`config.mk`:
```
export PLATFORM = sky130hd
export DESIGN_NAME = alu_operand_loader
export DESIGN_NICKNAME = d
export VERILOG_FILES = /design/src/rtl/alu_loader_pkg.sv /design/src/rtl/key_debounce.sv /design/src/rtl/alu_operand_loader.sv
export SDC_FILE = /design/constraint.sdc
export NUM_CORES = 1
export LEC_CHECK = 0
export CAP_MARGIN = 30
export CORE_MARGIN = 3
export CORE_UTILIZATION = 30
export DETAILED_ROUTE_END_ITERATION = 8
export MAX_ROUTING_LAYER = met4
export PLACE_DENSITY = 0.62
export SYNTH_ARGS = -nofsm -noshare
export SYNTH_HDL_FRONTEND = slang
export SYNTH_HIERARCHICAL = 1
export SYNTH_SLANG_ARGS = --single-unit
```
`constraint.sdc`:
```
create_clock -name CLOCK_50 -period 2 [get_ports CLOCK_50]
set_input_delay 0.2 -clock CLOCK_50 [delete_from_list [all_inputs] [get_ports CLOCK_50]]
set_output_delay 0.2 -clock CLOCK_50 [all_outputs]
set_load 0.02 [all_outputs]
```
`src/rtl/alu_loader_pkg.sv`:
```
// alu_loader_pkg: shared widths and FSM state encoding for the ALU operand loader
package alu_loader_pkg;

    localparam int WORD_W = 32;
    localparam int HALF_W = 16;
    localparam int OP_W   = 4;

    typedef enum logic [2:0] {
        A_LO  = 3'd0,
        A_HI  = 3'd1,
        B_LO  = 3'd2,
        B_HI  = 3'd3,
        OP    = 3'd4,
        VALID = 3'd5
    } state_t;

endpackage

```
`src/rtl/key_debounce.sv`:
```
// key_debounce: debounces one synchronized active-low key and strobes on an accepted press
module key_debounce #(
    parameter int DEBOUNCE_CYCLES = 250000
) (
    input  logic CLOCK_50,
    input  logic RST,
    input  logic key_sync,
    output logic level,
    output logic press
);

    localparam int CW = $clog2(DEBOUNCE_CYCLES + 1);

    logic [CW-1:0] cnt;
    logic          accept;

    assign accept = (key_sync != level) && (cnt == CW'(DEBOUNCE_CYCLES - 1));

    // Count consecutive samples differing from the accepted level; accept on the Nth
    always_ff @(posedge CLOCK_50) begin
        if (RST) begin
            level <= 1'b1;
            cnt   <= '0;
            press <= 1'b0;
        end else begin
            cnt   <= (key_sync == level || accept) ? '0 : cnt + 1'b1;
            level <= accept ? key_sync : level;
            press <= accept && !key_sync;
        end
    end

endmodule

```
`src/rtl/alu_operand_loader.sv`:
```
// alu_operand_loader: keys/switches to 32-bit operands and opcode; ALU_LOADER_SIGNEXT_EN selects sign-extended 16-bit entry
module alu_operand_loader
    import alu_loader_pkg::*;
#(
    parameter int DEBOUNCE_CYCLES = 250000
) (
    input  logic              CLOCK_50,
    input  logic              RST,
    input  logic [3:0]        KEY,
    input  logic [17:0]       SW,
    output logic [WORD_W-1:0] port_a,
    output logic [WORD_W-1:0] port_b,
    output logic [OP_W-1:0]   alu_op,
    output logic              op_valid,
    input  logic              op_ready,
    output logic [17:0]       LEDR
);

    logic [3:0]        key_s1, key_s2;
    logic [17:0]       sw_s1, sw_s2;
    logic              enter_level, enter_press;
    logic              clear_level, clear_press;
    logic              unused_bits;
    logic [HALF_W-1:0] sw_d;
    state_t            state, state_nx;
    logic [WORD_W-1:0] a_nx, b_nx;
    logic [OP_W-1:0]   op_nx;

    // Two-flop synchronizers; reset to the released levels
    always_ff @(posedge CLOCK_50) begin
        if (RST) begin
            key_s1 <= 4'hF;
            key_s2 <= 4'hF;
            sw_s1  <= '0;
            sw_s2  <= '0;
        end else begin
            key_s1 <= KEY;
            key_s2 <= key_s1;
            sw_s1  <= SW;
            sw_s2  <= sw_s1;
        end
    end

    key_debounce #(.DEBOUNCE_CYCLES(DEBOUNCE_CYCLES)) u_enter (
        .CLOCK_50 (CLOCK_50),
        .RST      (RST),
        .key_sync (key_s2[0]),
        .level    (enter_level),
        .press    (enter_press)
    );

    key_debounce #(.DEBOUNCE_CYCLES(DEBOUNCE_CYCLES)) u_clear (
        .CLOCK_50 (CLOCK_50),
        .RST      (RST),
        .key_sync (key_s2[1]),
        .level    (clear_level),
        .press    (clear_press)
    );

    assign unused_bits = ^{key_s2[3:2], sw_s2[17:16], enter_level, clear_level};
    assign sw_d        = sw_s2[HALF_W-1:0];

    // Next state and next operand values; clear overrides everything else
    always_comb begin
        state_nx = state;
        a_nx     = port_a;
        b_nx     = port_b;
        op_nx    = alu_op;
        if (clear_press) begin
            state_nx = A_LO;
            a_nx     = '0;
            b_nx     = '0;
            op_nx    = '0;
        end else begin
            case (state)
                A_LO: if (enter_press) begin
`ifdef ALU_LOADER_SIGNEXT_EN
                    a_nx     = {{HALF_W{sw_d[HALF_W-1]}}, sw_d};
                    state_nx = B_LO;
`else
                    a_nx[HALF_W-1:0] = sw_d;
                    state_nx         = A_HI;
`endif
                end
                A_HI: if (enter_press) begin
                    a_nx[WORD_W-1:HALF_W] = sw_d;
                    state_nx              = B_LO;
                end
                B_LO: if (enter_press) begin
`ifdef ALU_LOADER_SIGNEXT_EN
                    b_nx     = {{HALF_W{sw_d[HALF_W-1]}}, sw_d};
                    state_nx = OP;
`else
                    b_nx[HALF_W-1:0] = sw_d;
                    state_nx         = B_HI;
`endif
                end
                B_HI: if (enter_press) begin
                    b_nx[WORD_W-1:HALF_W] = sw_d;
                    state_nx              = OP;
                end
                OP: if (enter_press) begin
                    op_nx    = sw_d[OP_W-1:0];
                    state_nx = VALID;
                end
                VALID: if (op_valid && op_ready) state_nx = A_LO;
                default: state_nx = A_LO;
            endcase
        end
    end

    // State and output registers
    always_ff @(posedge CLOCK_50) begin
        if (RST) begin
            state    <= A_LO;
            port_a   <= '0;
            port_b   <= '0;
            alu_op   <= '0;
            op_valid <= 1'b0;
        end else begin
            state    <= state_nx;
            port_a   <= a_nx;
            port_b   <= b_nx;
            alu_op   <= op_nx;
            op_valid <= (state_nx == VALID);
        end
    end

    assign LEDR = {op_valid, 14'd0, state};

endmodule

```
==> summary.txt <==
Status
  • Status: complete, no violations

Critical path
  • Critical Setup Path Class: register to primary output
  • CP Capture Type: primary output
  • Critical path arrival: 1.59 ns
  • CP required: between 1.5 and 2 ns
  • Startpoint types: register
  • Peak per-stage delay on the critical path: approximately 0.68 ns
  • Crit path max-delay family: buffers and inverters
  • Cell chain of the critical path: clkdlybuf4s50_1
  • Buf/Inv on CP: 1
  • Critical path fanouts, max: 9
  • Crit-path slowest cell: clkdlybuf4s50_1

Clock network
  • Maximum level of the CTS H-tree: 4
  • Postcts setup bufs: 0
  • Skew-Pair Late Insertion Delay: 0.42 ns
  • Worst-case clock buffer depth: 2
  • TritonCTS buffer count: 17
  • Clk root buf: clkbuf_16
  • Clock transition at path regs: roughly 0.060 ns
  • Clock Sinks: between 100 and 150
  • Hold buffers post-CTS: 0
  • CTS resizes: 0
  • CTS tree: built

Drt
  • Routed vias/inst: roughly 4.5
  • Drt pass-1 iters: 4
  • Highest Signal Layer: met4
  • Met1 WL: about 5.7 mm
  • Final antenna-violating net count: 0
  • WL met2: about 5.6 mm
  • Vias: 4,261
  • WL per Instance: 12.94 µm
  • Post-route DRC violation count: 0
  • Met3 WL post-DR: just under 800 µm
  • Initial DRC count: about 180
  • Routed WL: 12.37 mm

STA
  • Clock period minus worst slack: 1.790 ns
  • Setup TNS: 0 ns
  • Hold violation total from the final report: 0
  • Peak Freq: around 560 MHz
  • RSZ-0062 raised after global routing: false
  • Clock skew: roughly 0.0071 ns
  • Setup violations, final: 0
  • Worst Tran Pin Value: between 0.5 and 0.6 ns
  • Slew headroom: 0.6041
  • Period utilization: 0.8951
  • Max Slew Vio Count: 0

Final layout
  • Layout cells sized above 1: 0.1214
  • Design area: roughly 7400 µm²
  • Area delta synth->final: 30.24%
  • Fin cells: between 900 and 1,000
  • Nets: 740
  • Highest-count cells in the layout ignoring fill and taps: dfxtp_1 (148), nand2_1 (141), clkdlybuf4s50_1 (93)
  • Commonest non-fill, non-tap cell in the layout: dfxtp_1

Pwr
  • Sw Ratio: 0.2114
  • LEAKAGE: 2.461 nW
  • Sw Pwr: approximately 1.3 mW
  • Pwr Density: 844.5 nW/µm²
  • Clock power share: 0.496
  • Cell-internal power: ~4.9 mW
  • Sequential fraction of design power: 0.480
  • Combinational power share: 0.024
  • IR drop worst, VDD: 0.0005054 V

Job
  • Max-cap violation count: 0

Floorplanning
  • Die extent in x: between 100 and 150 µm
  • IO Pins: 112
  • Rows: roughly 50
  • Initial Utilization: 0.3108
  • Core area: 18,330 µm²
  • Height of the die: 143.8 µm
  • Die area: just over 20,000 µm²

Place
  • DP Cell Count: 923
  • GPL Wtd Cong: approximately 0.76
  • Port buffer count: between 90 and 100
  • HPWL Detailed: 8.864 mm
  • Placed inst area: 6830 µm²

Logic synthesis
  • Post-synth EDFFs: 0
  • Yosys cell types: 46
  • Post-Syn Area: roughly 5700 µm²
  • Syn. warnings: 6
  • Avg Cell Area, Syn: about 9.2 µm²
  • Synth Flop Type: dfxtp_1
  • Post-synthesis cell count: around 620
  • Synthesized flop and latch total: 148
  • Register area share after synthesis: 0.5201
  • Post-synth ARST share: 0

Global routing
  • Vias in the first global route: roughly 4,000
  • Initial antenna violation count: 2
  • GRT Util Overall: 0.1272
  • First-pass GRT wire length: 20.15 mm
  • Gr ovfl total: 0
  • Largest net degree at the start of global routing: 45

Worst hold path
  • HP Class: input pin to register
[cells in the mapped netlist (3+ instances only)]
master | instances | area [µm²]
nand4_1 | 4 | 25.02
nor3_2 | 4 | 40.04
nand2_1 | 141 | 529.3
a21oi_1 | 68 | 340.3
nand3_1 | 11 | 55.05
dfxtp_1 | 148 | 2963
inv_1 | 6 | 22.52
xnor2_1 | 26 | 227.7
xor2_1 | 5 | 43.79
and3_1 | 6 | 37.54
buf_2 | 10 | 50.05
nor3_1 | 3 | 15.01
nand4_2 | 4 | 50.05
mux2i_1 | 8 | 80.08
or2_2 | 5 | 31.28
clkbuf_1 | 10 | 37.54
nor2_1 | 49 | 183.9
nor2b_1 | 32 | 200.2
buf_4 | 22 | 165.2
nor4_2 | 10 | 125.1
buf_6 | 3 | 33.78
clkbuf_2 | 4 | 20.02
[power groups by stage]
stage                     clock [mW]  combinational (mW)  sequential [mW]
after floorplan                    0               0.105             3.06
after global placement             0               0.150             3.07
after detailed placement           0               0.151             3.07
after CTS                       3.19               0.151             3.01
after global routing            3.31               0.164             3.01
final                           3.11               0.148             3.01
[sequential cells by signal, indices dropped and copies added, names as in the netlist]
| signal | count |
|---|---|
| u_clear/level | 1 |
| state | 3 |
| port_a | 32 |
| u_enter/press | 1 |
| key_s2 | 2 |
| sw_s1 | 16 |
| u_clear/press | 1 |
| u_clear/cnt | 18 |
| key_s1 | 2 |
| u_enter/cnt | 18 |
| alu_op | 4 |
| port_b | 32 |
| u_enter/level | 1 |
| op_valid | 1 |
| sw_s2 | 16 |
[metal layers]
layer  vias up  GRT usage
li1       2194          -
met1      1952     0.1574
met2        96     0.1932
met3        19    0.04459
met4         0    0.04460
met5         -          -
[cell families (layout without fill, tap and decap cells)]
kind of cell / count (synthesis) / after routing / share of synthesized area
flops: 148 / 148 / 0.5201
fa+ha+maj: 2 / 2 / 0.004392
other cells: 1 / 16 / 0.0006583
buf+inv: 55 / 149 / 0.05776
compound gates: 75 / 75 / 0.07116
mux: 8 / 8 / 0.01406
simple gates: 298 / 298 / 0.2842
xor+xnor: 31 / 31 / 0.04766
[area by class of cell]
cell class	instances	area, µm²
antenna	2	5.005
clock buffer	19	452.9
clock inverter	12	131.4
fill	1803	10910
inverter	6	22.52
multi-input combinational	428	2460
sequential	148	2963
tap	229	286.5
timing repair buffer	112	1099
[path summary, 6_finish.rpt]
kind	from	endpoint	slack [ns]	depth (start not counted)
setup / recovery	state[0]$_SDFF_PP0_	LEDR[0]	0.21	1
hold / removal	SW[0]	sw_s1[0]$_SDFF_PP0_	0.33	2
setup reg to reg	u_enter/cnt[1]$_SDFF_PP0_	u_enter/cnt[6]$_SDFF_PP0_	0.37	5
hold reg to reg	key_s1[0]$_SDFF_PP1_	key_s2[0]$_SDFF_PP1_	0.41	1
[through the flow]
stage | setup WS [ns] | utilization | hold WS (ns) | power (mW)
finish | 0.2097 | 0.4048 | 0.3340 | 6.266
global route | 0.1358 | 0.4048 | 0.3140 | 6.480
CTS | 0.1786 | 0.4045 | 0.3152 | 6.345
detailed placement | 0.3437 | 0.3726 | 0.3936 | 3.224
global placement | 0.3986 | 0.3726 | 0.3926 | 3.222
floorplan | 0.4664 | - | 0.2716 | 3.168
(Power assumes the default switching activity.)
